==> config.mk <==
export PLATFORM = sky130hd
export DESIGN_NAME = control_t_arb
export DESIGN_NICKNAME = d
export VERILOG_FILES = /design/src/rtl/control_t_arb.sv
export SDC_FILE = /design/constraint.sdc
export NUM_CORES = 1
export LEC_CHECK = 0
export ABC_AREA = 1
export CORE_ASPECT_RATIO = 0.5
export CORE_MARGIN = 8
export CORE_UTILIZATION = 45
export CTS_BUF_LIST = sky130_fd_sc_hd__clkbuf_2 sky130_fd_sc_hd__clkbuf_4 sky130_fd_sc_hd__clkbuf_8
export DETAILED_ROUTE_END_ITERATION = 10
export PLACE_DENSITY = 0.83
export SYNTH_ARGS = -nofsm -noshare
export SYNTH_HDL_FRONTEND = slang
export SYNTH_SLANG_ARGS = --single-unit
export TNS_END_PERCENT = 20
==> constraint.sdc <==
create_clock -name i_control_t_arb_clk -period 2.2 [get_ports i_control_t_arb_clk]
set_clock_uncertainty 0.15 [all_clocks]
set_input_delay 0.66 -clock i_control_t_arb_clk [delete_from_list [all_inputs] [get_ports i_control_t_arb_clk]]
set_output_delay 0.66 -clock i_control_t_arb_clk [all_outputs]
set_load 0.01 [all_outputs]
==> src/rtl/control_t_arb.sv <==
`default_nettype none
// +--------------------------------------------------------------------------+
// | control_t_arb : packet-atomic N-channel arbiter onto a single lp stream,  |
// |                 with cancel, max-length flush and a stray/drop counter.   |
// | Revision 1.0                                                             |
// +--------------------------------------------------------------------------+
module control_t_arb #(
   parameter int NUM_CH  = 2,
   parameter int DATA_W  = 8,
   parameter int RR_MODE = 0,
   parameter int MAX_LEN = 1027
) (
   input  logic                     i_control_t_arb_clk,
   input  logic                     i_control_t_arb_rst,
   input  logic                     i_control_t_arb_en,
   input  logic [NUM_CH-1:0]        i_control_t_arb_src_sop,
   input  logic [NUM_CH-1:0]        i_control_t_arb_src_eop,
   input  logic [NUM_CH-1:0]        i_control_t_arb_src_valid,
   input  logic [NUM_CH*DATA_W-1:0] i_control_t_arb_src_data,
   input  logic [NUM_CH-1:0]        i_control_t_arb_src_cancle,
   output logic [NUM_CH-1:0]        o_control_t_arb_src_ready,
   input  logic                     i_control_t_arb_lp_ready,
   output logic                     o_control_t_arb_lp_sop,
   output logic                     o_control_t_arb_lp_eop,
   output logic                     o_control_t_arb_lp_valid,
   output logic [DATA_W-1:0]        o_control_t_arb_lp_data,
   output logic                     o_control_t_arb_lp_cancle,
   output logic                     o_control_t_arb_lp_eop_en,
   output logic [NUM_CH-1:0]        o_control_t_arb_grant,
   output logic                     o_control_t_arb_busy,
   output logic [7:0]               o_control_t_arb_drop_cnt
);
   localparam int C_PTR_W = $clog2(NUM_CH);
   localparam int C_CNT_W = $clog2(MAX_LEN + 1);
   localparam logic [C_CNT_W-1:0] C_MAX_LEN = C_CNT_W'(MAX_LEN);
   localparam logic [C_PTR_W-1:0] C_LAST_CH = C_PTR_W'(NUM_CH - 1);

   typedef enum logic [1:0] {
      S_IDLE  = 2'd0,
      S_PKT   = 2'd1,
      S_FLUSH = 2'd2
   } state_t;

   state_t               state_q;
   logic [NUM_CH-1:0]    grant_q;
   logic [C_PTR_W-1:0]   gidx_q;
   logic [C_PTR_W-1:0]   ptr_q;
   logic [C_CNT_W-1:0]   cnt_q;
   logic                 lp_valid_q;
   logic                 lp_sop_q;
   logic                 lp_eop_q;
   logic [DATA_W-1:0]    lp_data_q;
   logic                 lp_cancle_q;
   logic [7:0]           drop_cnt_q;

   logic                 w_in_ready;
   logic [NUM_CH-1:0]    w_cand;
   logic [NUM_CH-1:0]    w_stray;
   logic [2*NUM_CH-1:0]  w_cand_rot;
   logic                 w_win_found;
   logic [C_PTR_W-1:0]   w_win_idx;
   logic [C_PTR_W-1:0]   w_win_nxt;
   logic [NUM_CH-1:0]    w_win_onehot;
   logic [C_PTR_W-1:0]   w_sel;
   logic                 w_sel_valid;
   logic                 w_sel_eop;
   logic                 w_sel_cancle;
   logic [DATA_W-1:0]    w_sel_data;
   logic [NUM_CH-1:0]    w_ready;
   logic [C_CNT_W-1:0]   w_cnt_nxt;
   logic                 w_overflow;
   logic                 w_drop_evt;

   assign w_in_ready = ~lp_valid_q | i_control_t_arb_lp_ready;
   assign w_cand     = i_control_t_arb_src_valid & i_control_t_arb_src_sop
                       & {NUM_CH{i_control_t_arb_en}};
   assign w_stray    = i_control_t_arb_src_valid & ~i_control_t_arb_src_sop;

   // Rotating the candidate vector by the pointer turns round-robin into a
   // lowest-set-bit search; fixed mode simply uses a zero rotation.
   assign w_cand_rot = {w_cand, w_cand} >> ((RR_MODE != 0) ? ptr_q : '0);

   always_comb begin
      int v_idx;
      w_win_found = 1'b0;
      v_idx       = 0;
      for (int off = NUM_CH - 1; off >= 0; off--) begin
         if (w_cand_rot[off]) begin
            w_win_found = 1'b1;
            v_idx       = ((RR_MODE != 0) ? int'(ptr_q) : 0) + off;
         end
      end
      if (v_idx >= NUM_CH) begin
         v_idx = v_idx - NUM_CH;
      end
      w_win_idx = C_PTR_W'(v_idx);
   end

   assign w_win_nxt = (w_win_idx == C_LAST_CH) ? '0 : w_win_idx + 1'b1;
   assign w_sel     = (state_q == S_IDLE) ? w_win_idx : gidx_q;

   always_comb begin
      w_sel_valid  = 1'b0;
      w_sel_eop    = 1'b0;
      w_sel_cancle = 1'b0;
      w_sel_data   = '0;
      w_win_onehot = '0;
      for (int k = 0; k < NUM_CH; k++) begin
         w_win_onehot[k] = (w_win_idx == C_PTR_W'(k));
         if (w_sel == C_PTR_W'(k)) begin
            w_sel_valid  = i_control_t_arb_src_valid[k];
            w_sel_eop    = i_control_t_arb_src_eop[k];
            w_sel_cancle = i_control_t_arb_src_cancle[k];
            w_sel_data   = i_control_t_arb_src_data[k*DATA_W +: DATA_W];
         end
      end
   end

   always_comb begin
      w_ready = '0;
      case (state_q)
         S_IDLE: begin
            w_ready = w_stray;
            if (w_win_found) begin
               w_ready[w_win_idx] = w_in_ready;
            end
         end
         S_PKT:   w_ready[gidx_q] = w_in_ready;
         S_FLUSH: w_ready[gidx_q] = 1'b1;
         default: w_ready = '0;
      endcase
      if (i_control_t_arb_rst) begin
         w_ready = '0;
      end
   end

   assign w_cnt_nxt  = cnt_q + 1'b1;
   assign w_overflow = (state_q == S_PKT) & ~w_sel_cancle & w_sel_valid & w_in_ready
                       & ~w_sel_eop & (w_cnt_nxt == C_MAX_LEN);
   assign w_drop_evt = ((state_q == S_IDLE) & (|w_stray)) | w_overflow;

   always_ff @(posedge i_control_t_arb_clk) begin
      if (i_control_t_arb_rst) begin
         state_q     <= S_IDLE;
         grant_q     <= '0;
         gidx_q      <= '0;
         ptr_q       <= '0;
         cnt_q       <= '0;
         lp_valid_q  <= 1'b0;
         lp_sop_q    <= 1'b0;
         lp_eop_q    <= 1'b0;
         lp_data_q   <= '0;
         lp_cancle_q <= 1'b0;
         drop_cnt_q  <= '0;
      end else begin
         lp_cancle_q <= 1'b0;
         if (w_in_ready) begin
            lp_valid_q <= 1'b0;
         end
         if (w_drop_evt && (drop_cnt_q != 8'hFF)) begin
            drop_cnt_q <= drop_cnt_q + 1'b1;
         end
         case (state_q)
            S_IDLE: begin
               if (w_win_found && w_in_ready) begin
                  lp_valid_q <= 1'b1;
                  lp_sop_q   <= 1'b1;
                  lp_eop_q   <= w_sel_eop;
                  lp_data_q  <= w_sel_data;
                  ptr_q      <= w_win_nxt;
                  if (!w_sel_eop) begin
                     state_q <= S_PKT;
                     grant_q <= w_win_onehot;
                     gidx_q  <= w_win_idx;
                     cnt_q   <= C_CNT_W'(1);
                  end
               end
            end
            S_PKT: begin
               if (w_sel_cancle) begin
                  lp_cancle_q <= 1'b1;
                  lp_valid_q  <= 1'b0;
                  state_q     <= S_IDLE;
                  grant_q     <= '0;
               end else if (w_sel_valid && w_in_ready) begin
                  cnt_q <= w_cnt_nxt;
                  if (w_overflow) begin
                     lp_cancle_q <= 1'b1;
                     state_q     <= S_FLUSH;
                  end else begin
                     lp_valid_q <= 1'b1;
                     lp_sop_q   <= 1'b0;
                     lp_eop_q   <= w_sel_eop;
                     lp_data_q  <= w_sel_data;
                     if (w_sel_eop) begin
                        state_q <= S_IDLE;
                        grant_q <= '0;
                     end
                  end
               end
            end
            S_FLUSH: begin
               if (w_sel_cancle) begin
                  lp_cancle_q <= 1'b1;
                  lp_valid_q  <= 1'b0;
                  state_q     <= S_IDLE;
                  grant_q     <= '0;
               end else if (w_sel_valid && w_sel_eop) begin
                  state_q <= S_IDLE;
                  grant_q <= '0;
               end
            end
            default: begin
               state_q <= S_IDLE;
               grant_q <= '0;
            end
         endcase
      end
   end

   assign o_control_t_arb_src_ready = w_ready;
   assign o_control_t_arb_lp_sop    = lp_sop_q;
   assign o_control_t_arb_lp_eop    = lp_eop_q;
   assign o_control_t_arb_lp_valid  = lp_valid_q;
   assign o_control_t_arb_lp_data   = lp_data_q;
   assign o_control_t_arb_lp_cancle = lp_cancle_q;
   assign o_control_t_arb_lp_eop_en = lp_valid_q & lp_eop_q & i_control_t_arb_lp_ready;
   assign o_control_t_arb_grant     = grant_q;
   assign o_control_t_arb_busy      = (state_q != S_IDLE);
   assign o_control_t_arb_drop_cnt  = drop_cnt_q;
endmodule
`default_nettype wire
==> impl_metrics.py <==
metrics = {
    "detailed_routing": {
        "wirelength_um": 7650,
        "drc_errors": 0,
        "drtIter0Drc": 214,
        "vias": 2747,
        "wl_per_cell_um": 14.5,
        "vias_per_cell": 5.20,
        "dr.pass1.iters": 5,
        "antenna_left": 0,
    },
    "setup_path": {
        "cp.required_ns": 1.39,
        "crit_fanout": 3,
        "slowest_delay_ns": 0.22,
        "critPathLaunchType": "input pin",
        "cp_num_buf_inv": 3,
        "cp_slowest_cell": "o22ai_1",
        "r2r-start": "state_q[1]",
        "crit_chain": "buf_2 -> inv_1 -> nor2_1 -> a31oi_1 -> o22ai_1 -> nand2_1 -> nor2_1 -> buf_2",
        "critPathKind": "in2out",
        "cp-end-kind": "output pin",
        "cp_top_family": "simple AND/OR/NAND/NOR gates",
        "worstPathArrival_ns": 1.68,
        "startpoint": "i_control_t_arb_src_valid[0]",
    },
    "timing": {
        "fmax_ghz": 0.402,
        "min_period_over_period_pct": 113,
        "slew_violations": 0,
        "finalSetupTns_ns": -0.553,
        "max_slew_margin_pct": 77.7,
        "rsz0062_at_grt": "true",
        "layout_setup_ws_ns": -0.288,
        "hold_viol": 0,
        "fin_crit_ns": 2.49,
        "setup_violations": 7,
        "tightest_slew_ns": 0.331,
    },
    "clock_network": {
        "clock_latency_ns": 0.29,
        "cts_tree": "built",
        "cts.sinks": 36,
        "clkTransAtPathRegs_ns": 0.07,
        "clockBufferDepth": 2,
        "h-tree-depth": 2,
        "cts_buffers": 5,
        "cts-root-buf": "clkbuf_8",
    },
    "layout": {
        "post-route-util_pct": 72.0,
        "final_net_count": 494,
        "diodes": 0,
        "fin_cells": 528,
        "drive_gt1_share_pct": 30.3,
        "layout_common_cells": "nand2_1 (75), nor2_1 (49), buf_4 (47)",
        "final_common_cell": "nand2_1",
        "syn2layout_area_growth_pct": 53.0,
    },
    "outcome": {
        "status": "finished with violations",
        "violations": "negative setup slack",
    },
    "pwr": {
        "ir_drop_mv": 0.293,
        "static-leakage-power_uw": 0.00151,
        "p_per_area_mw_per_mm2": 587,
    },
    "floorplan": {
        "fp.coreArea_mm2": 0.00495,
        "dieArea_mm2": 0.00788,
        "fp-row-count": 18,
        "ios": 54,
        "die_h_um": 66.9,
        "start_util_pct": 47.0,
        "die_x_um": 118,
    },
    "global_routing": {
        "grt_pass1_vias": 2491,
        "antenna_found_initial": 0,
        "grt_overflow": 0,
        "grt_pass1_wl_um": 11400,
        "grt_max_degree": 21,
        "grt.total_usage_pct": 17.6,
    },
    "placed_design": {
        "preCtsSetupSlack_ns": -0.956,
        "gp_congestion": 0.833,
        "dpl.cell_count": 510,
        "io_buffers": 53,
        "dp_hpwl_um": 4870,
    },
    "min_path": {
        "hold_path.class": "reg2reg",
        "holdCritStartpoint": "o_control_t_arb_lp_data[4]",
    },
    "logic_synthesis": {
        "synth-seq-area-share_pct": 30.9,
        "avgSynthCellArea_um2": 6.51,
        "synth_cell_types": 27,
        "synth_warnings": 0,
        "synthCells": 358,
        "syn_area_mm2": 0.00233,
        "synth_seq_cells": 36,
        "syn_nets": 394,
    },
    "job": {
        "maxCapViolCount": 0,
    },
}
## report_power, final
part | switching (uW) | internal, uW
Sequential | 57.8 | 728
Combinational | 444 | 406
Clock | 231 | 228
Total | 733 | 1360
## worst min-delay path, cell delays in order, from the launching register on
cell     delay [ns]
dfxtp_1        0.33
nor2_1         0.05
nor2_1         0.08
## kinds of logic (layout without fill, tap and decap cells)
group	Yosys count	in the layout	share of synthesized area (%)
fa+ha+maj	8	8	4.29
buf+inv	48	147	9.50
flops	36	36	30.9
mux	8	8	3.86
simple gates	196	197	36.8
compound gates	56	56	12.3
xor+xnor	6	6	2.25
## metrics by stage
stage                     cell area, um2  total power, uW  hold slack (ns)
after CTS                           3450             2010            0.337
after global placement              3180             1460            0.306
after floorplan                     2340             1170            0.319
final                               3570             2090            0.338
after detailed placement            3180             1470            0.323
after global routing                3570             2210            0.353
## worst paths after layout
kind / endpoint / slack, ns / depth (start not counted)
setup / recovery: o_control_t_arb_src_ready[0] / -0.29 / 8
hold / removal: o_control_t_arb_lp_data[4] / 0.34 / 2
setup reg to reg: o_control_t_arb_lp_sop / -0.03 / 15
hold reg to reg: o_control_t_arb_lp_data[4] / 0.34 / 2
## synth_stat cells, drive strengths merged
library cell  instances  area [um2]
dfxtp                36         721
nand2                95         392
o22ai                 2        12.5
nand3                35         185
nor3                  1        5.00
a21oi                22         110
buf                   7        67.6
o21ai                31         159
a31oi                 1        6.26
xor2                  6        52.6
mux2                  8        90.1
nor2                 61         249
nand3b                1        7.51
nand4                 1        6.26
nor3b                 1        7.51
ha                    8         100
inv                  38         143
clkbuf                3        11.3
or2                   1        6.26
## per-layer routing
metal,global-route usage (%),routed length [um],vias to the layer above
li1,-,-,1356
met1,19.8,3200,1269
met2,31.9,3740,94
met3,4.38,404,28
met4,7.58,301,0
met5,0,0,-
## area by class of cell
type,count,area [um2]
repair buffers,102,898
inverters,38,150
multi-input cells,275,1630
fillers,359,1390
clock buffers,6,76.3
flip-flops and latches,36,723
clock inverters,1,5.00
well taps,70,87.6
## sequential cells by signal, summed over array words and instances, names as in the netlist
signal,count
gidx_q,1
o_control_t_arb_lp_valid,1
o_control_t_arb_lp_eop,1
o_control_t_arb_drop_cnt,8
o_control_t_arb_lp_cancle,1
state_q,2
o_control_t_arb_grant,2
o_control_t_arb_lp_sop,1
o_control_t_arb_lp_data,8
cnt_q,11
## repair_timing
action / 4_1_cts / 5_1_grt
hold buffers: 0 / 0
resized for setup: 79 / 37
endpoints found under the setup margin: 40 / 37
buffers inserted: 10 / 1
pin swaps: 19 / 14
cloned: 1 / 0
No activity file was read; power rests on OpenSTA's default activity.
